==> src/rtl/bcd_pkg.sv <==
// Shared types and constants for the packed-BCD to binary converter.
// The digit-adjust constants implement the reverse double-dabble correction.
package bcd_pkg;

  typedef enum logic [1:0] {
    IDLE  = 2'd0,
    SHIFT = 2'd1,
    DONE  = 2'd2
  } conv_state_t;

  localparam int         BCD_DIGIT_W   = 4;
  localparam logic [3:0] BCD_MAX_DIGIT = 4'd9;
  localparam logic [3:0] DD_ADJ_THRESH = 4'd8;
  localparam logic [3:0] DD_ADJ_VAL    = 4'd3;

endpackage

==> src/rtl/bcd_digit_adjust.sv <==
// One BCD digit correction step of reverse double dabble:
// a digit that reached 8 or more after the right shift has 3 taken off.
module bcd_digit_adjust
  import bcd_pkg::*;
(
  input  logic [3:0] digit,
  output logic [3:0] adjusted
);

  assign adjusted = (digit >= DD_ADJ_THRESH) ? (digit - DD_ADJ_VAL) : digit;

endmodule

==> src/rtl/bcd_to_binary_seq.sv <==
// Sequential packed-BCD to binary converter (reverse double dabble, one shift
// per clock) with invalid-digit detection and saturating overflow.
module bcd_to_binary_seq
  import bcd_pkg::*;
#(
  parameter int DIGITS = 5,
  parameter int BIN_W  = 14
) (
  input  logic                      clk,
  input  logic                      rst,
  input  logic                      start,
  input  logic [4*DIGITS-1:0]       Ip_BCD,
  output logic                      ready,
  output logic                      busy,
  output logic                      done,
  output logic [BIN_W-1:0]          op_Bin,
  output logic                      overflow,
  output logic                      err_digit,
  output logic [1:0]                state_dbg
);

  // Handshake: a request is accepted on a rising edge where start=1 and
  // ready=1; start while ready=0 is dropped, never queued. Ip_BCD only needs
  // to be valid on the accept edge. done is a one-cycle pulse and the result
  // outputs hold their value until the next done.

  localparam int BCD_W = BCD_DIGIT_W * DIGITS;
  localparam int CNT_W = $clog2(BCD_W);
  localparam logic [CNT_W-1:0] LAST_ITER = CNT_W'(BCD_W - 1);

  conv_state_t        state;
  conv_state_t        state_next;
  logic [BCD_W-1:0]   bcd_r;
  logic [BCD_W-1:0]   bin_r;
  logic [CNT_W-1:0]   cnt;

  logic [BCD_W-1:0]   bcd_sh;
  logic [BCD_W-1:0]   bin_sh;
  logic [BCD_W-1:0]   bcd_adj;
  logic               bad_digit;
  logic               accept_ok;
  logic               accept_err;
  logic               last_iter;
  logic               hi_set;
  logic [BIN_W-1:0]   sat_bin;

  // Combined {bcd_r, bin_r} shifted right by one bit.
  assign bcd_sh = {1'b0, bcd_r[BCD_W-1:1]};
  assign bin_sh = {bcd_r[0], bin_r[BCD_W-1:1]};

  for (genvar g = 0; g < DIGITS; g++) begin : g_adj
    bcd_digit_adjust u_adj (
      .digit    (bcd_sh[g*BCD_DIGIT_W +: BCD_DIGIT_W]),
      .adjusted (bcd_adj[g*BCD_DIGIT_W +: BCD_DIGIT_W])
    );
  end

  // Bits above BIN_W in the final shifted value mean the decimal input
  // does not fit; the result then saturates to all-ones.
  if (BIN_W < BCD_W) begin : g_sat
    assign hi_set  = |bin_sh[BCD_W-1:BIN_W];
    assign sat_bin = hi_set ? {BIN_W{1'b1}} : bin_sh[BIN_W-1:0];
  end else begin : g_nosat
    assign hi_set  = 1'b0;
    assign sat_bin = BIN_W'(bin_sh);
  end

  always_comb begin
    bad_digit = 1'b0;
    for (int i = 0; i < DIGITS; i++) begin
      if (Ip_BCD[i*BCD_DIGIT_W +: BCD_DIGIT_W] > BCD_MAX_DIGIT) bad_digit = 1'b1;
    end
  end

  always_comb begin
    state_next = state;
    accept_ok  = 1'b0;
    accept_err = 1'b0;
    last_iter  = 1'b0;
    case (state)
      IDLE: begin
        if (start) begin
          if (bad_digit) begin
            accept_err = 1'b1;
            state_next = DONE;
          end else begin
            accept_ok  = 1'b1;
            state_next = SHIFT;
          end
        end
      end
      SHIFT: begin
        if (cnt == LAST_ITER) begin
          last_iter  = 1'b1;
          state_next = DONE;
        end
      end
      DONE:    state_next = IDLE;
      default: state_next = IDLE;
    endcase
  end

  always_ff @(posedge clk) begin
    if (rst) begin
      state     <= IDLE;
      bcd_r     <= '0;
      bin_r     <= '0;
      cnt       <= '0;
      op_Bin    <= '0;
      overflow  <= 1'b0;
      err_digit <= 1'b0;
    end else begin
      state <= state_next;
      if (accept_ok) begin
        bcd_r <= Ip_BCD;
        bin_r <= '0;
        cnt   <= '0;
      end else if (state == SHIFT) begin
        bcd_r <= bcd_adj;
        bin_r <= bin_sh;
        cnt   <= cnt + 1'b1;
      end
      if (accept_err) begin
        op_Bin    <= '0;
        overflow  <= 1'b0;
        err_digit <= 1'b1;
      end else if (last_iter) begin
        op_Bin    <= sat_bin;
        overflow  <= hi_set;
        err_digit <= 1'b0;
      end
    end
  end

  assign ready     = (state == IDLE);
  assign busy      = (state == SHIFT);
  assign done      = (state == DONE);
  assign state_dbg = state;

endmodule

==> config.mk <==
export PLATFORM = sky130hd
export DESIGN_NAME = bcd_to_binary_seq
export DESIGN_NICKNAME = d
export VERILOG_FILES = /design/src/rtl/bcd_pkg.sv /design/src/rtl/bcd_digit_adjust.sv /design/src/rtl/bcd_to_binary_seq.sv
export SDC_FILE = /design/constraint.sdc
export NUM_CORES = 1
export LEC_CHECK = 0
export ABC_AREA = 1
export BUFFER_PORTS_ARGS = -buffer_cell sky130_fd_sc_hd__buf_2
export CAP_MARGIN = 30
export CORE_ASPECT_RATIO = 0.8
export CORE_MARGIN = 3
export CORE_UTILIZATION = 30
export DETAILED_ROUTE_END_ITERATION = 6
export PLACE_DENSITY = 0.48
export REMOVE_ABC_BUFFERS = 1
export SETUP_SLACK_MARGIN = 0.1
export SYNTH_ARGS = -nofsm -noshare
export SYNTH_HDL_FRONTEND = slang
export SYNTH_SLANG_ARGS = --single-unit
==> constraint.sdc <==
create_clock -name clk -period 1.3 [get_ports clk]
set_input_delay 0.195 -clock clk [delete_from_list [all_inputs] [get_ports clk]]
set_output_delay 0.195 -clock clk [all_outputs]
set_load 0.005 [all_outputs]
Word level (Yosys, flattened, before mapping)
Index checks and enable logic that the tools add are counted.
{"block": "totals", "regBits": 63, "input_bits": 23, "output_inout_bits": 21, "elab_cells": 62}
{"block": "classes", "addsub": 6, "order_cmp": 10, "n_eq_ne": 5, "muxes": 27, "reduce_logical": 7}
{"operator": "$mux 20", "count": 2}
{"operator": "$gt 4x4->1 const B", "count": 5}
{"operator": "$mux 4", "count": 5}
{"operator": "$ge 4x4->1 const B", "count": 4}
{"operator": "$sub 4x2->4 const B", "count": 4}
{"operator": "$mux 1", "count": 15}
{"operator": "$mux 14", "count": 1}
{"operator": "$mux 2", "count": 3}
{"operator": "$reduce_or 6->1", "count": 1}
{"operator": "$add 5x1->5 const B", "count": 1}
{"operator": "$eq 5x5->1 const B", "count": 1}
{"operator": "$ge 3x4->1 const B", "count": 1}
{"operator": "$pmux 2 s2", "count": 1}
{"operator": "$reduce_bool 2->1", "count": 2}
{"operator": "$reduce_or 2->1", "count": 2}
{"operator": "$sub 3x2->4 const B", "count": 1}
{"operator": "$eq 2x1->1 const B", "count": 1}
{"operator": "$eq 2x2->1 const B", "count": 1}
{"operator": "$logic_not 2->1", "count": 1}
{"operator": "$ne 2x1->1 const B", "count": 1}
{"operator": "$ne 2x2->1 const B", "count": 1}
{"operator": "$reduce_and 2->1", "count": 1}

Longest topological paths before layout
{"block": "depth", "word_depth": 10, "depth_mapped": 8, "depth_no_buf": 8}

Cells and area by module
A second synthesis with hierarchy kept.
{"block": "hier_totals", "cells_unflattened": 451, "hier_area_um2": 3241.9}
{"mod": "bcd_to_binary_seq", "instances": 1, "cells_per_inst": 371, "area_per_inst_um2": 2797.7, "seq_area_each_um2": 1241.2}
{"mod": "bcd_digit_adjust", "instances": 5, "cells_per_inst": 16, "area_per_inst_um2": 88.8, "seq_area_each_um2": 0.0}

Least setup slack after synthesis
No wires, ideal clock.
{"block": "synth_timing", "path_kind": "reg-to-reg", "from": "register cnt[0]", "to": "register op_Bin[0]", "setup_time_ps": 117, "arrival_ps": 1210, "required_time_ps": 1183, "path_slack_ps": -27, "stages_incl_launch_ff": 8, "n_path_buf": 1, "period_less_slack_ps": 1327, "cell_sequence": "dfxtp_1 ha_1 nand3_1 nor2_2 nand2_1 buf_2 o22ai_1 nor2_1"}
{"block": "synth_between", "elab_chain_len": 3}
{"item": "start: declaration", "line": "bcd_to_binary_seq.sv:35", "text": "logic [CNT_W-1:0] cnt;"}
{"item": "start signal: assignment", "line": "bcd_to_binary_seq.sv:121", "text": "cnt <= cnt + 1'b1;"}
{"item": "$eq 5x5->1", "line": "bcd_to_binary_seq.sv:93", "text": "if (cnt == LAST_ITER) begin"}
{"item": "$mux 1", "line": "bcd_to_binary_seq.sv:93"}
{"item": "$mux 1", "line": "bcd_to_binary_seq.sv:80", "text": "case (state)"}
{"item": "end signal: assignment", "line": "bcd_to_binary_seq.sv:128", "text": "op_Bin <= sat_bin;"}
{"item": "end: declaration", "line": "bcd_to_binary_seq.sv:16", "text": "output logic [BIN_W-1:0] op_Bin,"}
No other way between the ends.
A chain may end at the register's enable or synchronous reset.

Final worst setup path
{"block": "layout_timing", "from": "register state[0], in the netlist state_dbg[0]", "to": "register bcd_r[9]"}
{"block": "layout_between", "elab_chain_len": 3, "word_cells_on_any_way": 5, "classes_between": "1 x eq/ne; 2 x mux; 2 x reduce/logical"}
{"item": "start: declaration", "line": "bcd_to_binary_seq.sv:31", "text": "conv_state_t state;"}
{"item": "start signal: assignment", "line": "bcd_to_binary_seq.sv:113", "text": "state <= state_next;"}
{"item": "$logic_not 2->1", "line": "bcd_to_binary_seq.sv:80"}
{"item": "$mux 1", "line": "bcd_to_binary_seq.sv:80"}
{"item": "$mux 20 or $reduce_bool 2->1 (tied branches)"}
{"item": "end signal: assignment", "line": "bcd_to_binary_seq.sv:115", "text": "bcd_r <= Ip_BCD;"}
{"item": "end signal: assignment", "line": "bcd_to_binary_seq.sv:119", "text": "bcd_r <= bcd_adj;"}
{"item": "end: declaration", "line": "bcd_to_binary_seq.sv:33", "text": "logic [BCD_W-1:0] bcd_r;"}
Several ways; a longest one is shown, not always the timed one.

==> results.sh <==
export IMPL_status="finished, violations left"
export IMPL_violations="setup timing"
export IMPL_cts_buffer_depth=2
export IMPL_cp_num_cells=7
export IMPL_path_clk_slew_ns=0.05
export IMPL_path_cells="or2_4, nor2_4, nand3_4, buf_12, nand2_1, nand2_1, a21oi_1"
export IMPL_ys_seq_area_share_pct=41.9
export IMPL_switching_share_pct=25.0
export IMPL_final_min_clock_period_ns=1.38
export IMPL_antenna_cells=0
export IMPL_finalHoldViolations=0
export IMPL_fin_tns_setup_ns=-1.78
export IMPL_cpPeakStageDelay_ns=0.33
export IMPL_pwr_share_clk_pct=47.0
export IMPL_grt_pass1_vias=2732
export IMPL_final_area_mm2=0.00437
export IMPL_cts_buffers=9
export IMPL_p_leak_nw=1.88
export IMPL_numPlacedInstances=601
export IMPL_place_area_mm2=0.00361
export IMPL_cp_max_fo=24
export IMPL_p_int_mw=3.51
export IMPL_worstReg2RegStart="state_dbg[0]"
export IMPL_cts_tree="done"
export IMPL_grt_pass1_wl_um=13200
export IMPL_final_cells=633
export IMPL_worst_slack_ns=-0.0763
export IMPL_synth_compound_area_share_pct=14.6
export IMPL_dr_wl_met3_um=268
export IMPL_num_io_pins=44
export IMPL_final_nets=545
export IMPL_synth_seq_cells=62
export IMPL_endpoint_kind="flip-flop"
export IMPL_cp_slowest_cell="dfxtp_2"
export IMPL_endpoint="bcd_r[9]"
export IMPL_maxSlewHeadroom_pct=72.2
export IMPL_slew_viol_final=0
export IMPL_die_w_um=117
export IMPL_critical_path_top_delay_family="simple AND/OR/NAND/NOR gates"
export IMPL_root_buffer="clkbuf_16"
export IMPL_pwr_density_cell_mw_per_mm2=1070
export IMPL_required_ns=1.55
export IMPL_synth_top_family_by_area="simple AND/OR/NAND/NOR gates"
export IMPL_place_gp_congestion=0.785
export IMPL_r2r_end="bcd_r[9]"
export IMPL_hpwl_um=5360
export IMPL_cp_arrival_ns=1.63
export IMPL_vdd_ir_drop_worst_uv=592
export IMPL_start_util_pct=31.8
export IMPL_area_growth_pct=47.7
export IMPL_track_usage_pct=15.0
export IMPL_yosysUniqueCellTypes=27
export IMPL_synth_avg_cell_area_um2=7.13
export IMPL_ctsHoldBuffers=0
export IMPL_critPathKind="reg -> reg"
export IMPL_tightestPinTransition_ns=0.416
export IMPL_worst_path_most_repeated_cell="nand2_1"
export IMPL_clk_latency_ns=0.33
export IMPL_startpoint_type="flip-flop"
export IMPL_fp_row_count=31
export IMPL_final_cell_mix="nand2_1, dfxtp_1, buf_4"
export IMPL_vias_per_cell=4.76
export IMPL_yosys_area_share_simple_pct=29.1
export IMPL_drive_gt1_share_pct=33.6
export IMPL_cts_sink_count=62
export IMPL_fin_worst_skew_ns=0.00539
export IMPL_htreeDepth=3
export IMPL_final_common_cell="nand2_1"
export IMPL_finalSetupViolations=51
export IMPL_synth_fa_ha_area_share_pct=3.81
export IMPL_syn_area_mm2=0.00296
export IMPL_core_area_mm2=0.00931
export IMPL_switching_power_mw=1.17
export IMPL_pwr_share_seq_pct=41.7
export IMPL_wl_met2_um=3800
export IMPL_seq_area_mm2=0.00125
export IMPL_drtAntennaViolNets=0
export IMPL_post_route_period_util_pct=106
export IMPL_wl_per_cell_um=13.2
export IMPL_critPathBufInv=1
export IMPL_globalRoute_totalOverflow=0
export IMPL_port_buffers=43
export IMPL_drtIter0Drc=150
export IMPL_antenna_found_initial=0
export IMPL_max_cap_violations=0
export IMPL_pwr_share_comb_pct=11.3
export IMPL_die_area_mm2=0.0111
export IMPL_multi_input_area_mm2=0.00166
export IMPL_wl_met1_um=4180
export IMPL_grt_max_degree=25
export IMPL_die_h_um=94.8
export IMPL_dr_total_vias=3014
export IMPL_routed_wirelength_um=8340
export IMPL_top_layer="met4"
export IMPL_drc=0
export IMPL_rsz0062_at_grt="yes"
export IMPL_synthXorXnorAreaFrac_pct=0.888
export IMPL_ys_warn_count=0
export IMPL_crit_start="state_dbg[0]"
export IMPL_num_fill_cells=938
export IMPL_fmax_mhz=727
export IMPL_rrSetupSlack_ns=-0.08
export IMPL_reg2reg_depth=7
export IMPL_hp_class="in -> reg"
export IMPL_synth_cells=415
export IMPL_p_total_mw=4.67
export IMPL_firstDrtPassIters=4
export IMPL_muxShareOfSynthArea_pct=0
==> metrics by stage <==
step / utilization [%] / hold slack (ns) / setup WS (ns)
2_1_floorplan: - / 0.264 / -0.538
3_3_place_gp: 38.8 / 0.450 / -0.132
3_5_place_dp: 38.8 / 0.453 / -0.174
4_1_cts: 44.6 / 0.170 / -0.0799
5_1_grt: 46.9 / 0.188 / -0.179
6_report: 46.9 / 0.177 / -0.0763
==> Yosys cell counts <==
cell,count,share of area [%]
a21oi_1,47,7.9
a21oi_2,1,0.30
buf_1,1,0.13
buf_2,17,2.9
buf_6,2,0.76
clkbuf_1,4,0.51
dfxtp_1,62,42
ha_1,9,3.8
inv_1,41,5.2
inv_2,1,0.13
nand2_1,98,12
nand2_2,3,0.63
nand3_1,26,4.4
nand3_2,1,0.34
nand3_4,1,0.59
nand4_1,21,4.4
nor2_1,37,4.7
nor2_2,2,0.42
nor2_4,1,0.38
nor3_1,2,0.34
nor3b_1,1,0.25
o211ai_1,4,1.0
o21ai_0,15,2.5
o21ai_1,3,0.51
o22ai_1,11,2.3
or2_1,1,0.21
xor2_1,3,0.89
==> state kept, by name, summed over array words and instances (netlist names) <==
| signal | count |
|---|---|
| bin_r | 19 |
| state_dbg | 2 |
| cnt | 5 |
| overflow | 1 |
| bcd_r | 20 |
| err_digit | 1 |
| op_Bin | 14 |
==> layout make-up <==
class                           instances  share of cell area [%]
Inverter                               42                    3.81
Clock inverter                          5                   0.802
Tap cell                              115                    3.29
Multi-Input combinational cell        288                    37.9
Timing Repair Buffer                  110                    20.0
Sequential cell                        62                    28.6
Clock buffer                           11                    5.56
==> worst min-delay path by stage <==
stage          startpoint   endpoint  slack (ns)  cells past startpoint
5_1_grt        Ip_BCD[19]  bcd_r[19]        0.19                      3
2_1_floorplan         rst   bcd_r[0]        0.26                      1
3_3_place_gp     overflow   overflow        0.45                      2
4_1_cts        Ip_BCD[19]  bcd_r[19]        0.17                      3
6_report       Ip_BCD[19]  bcd_r[19]        0.18                      3
3_5_place_dp    op_Bin[6]  op_Bin[6]        0.45                      2
==> power groups by stage <==
| stage | registers, mW | clock network [mW] | logic (mW) |
|---|---|---|---|
| after floorplan | 1.99 | 0 | 0.188 |
| after global placement | 1.99 | 0 | 0.417 |
| after detailed placement | 1.99 | 0 | 0.420 |
| after CTS | 1.95 | 2.25 | 0.464 |
| after global routing | 1.95 | 2.35 | 0.579 |
| final | 1.95 | 2.19 | 0.527 |
==> worst reg2reg max path, cell delays in order, from the launching register on <==
cell and delay (ns):
dfxtp_2 0.33, or2_4 0.27, nor2_4 0.13, nand3_4 0.13
buf_12 0.19, nand2_1 0.06, nand2_1 0.05, a21oi_1 0.14
==> metal layers <==
layer | track usage, % | vias up
li1 | - | 1567
met1 | 21.3 | 1393
met2 | 22.3 | 47
met3 | 4.10 | 7
met4 | 4.30 | 0
met5 | 0 | -
==> repair_timing <==
| action | in CTS | in global routing |
|---|---|---|
| buffers inserted | 5 | 7 |
| cloned | 1 | 3 |
| endpoints found under the setup margin | 65 | 65 |
| pin swaps | 9 | 9 |
| resized for setup | 45 | 28 |
==> cells by family (layout without fill, tap and decap cells) <==
| group | count (synthesis) | after routing |
|---|---|---|
| buf+inv | 66 | 168 |
| flops | 62 | 62 |
| xor+xnor | 3 | 3 |
| simple gates | 194 | 195 |
| fa+ha+maj | 9 | 9 |
| compound gates | 81 | 81 |
Power figures use the tool's default switching activity.
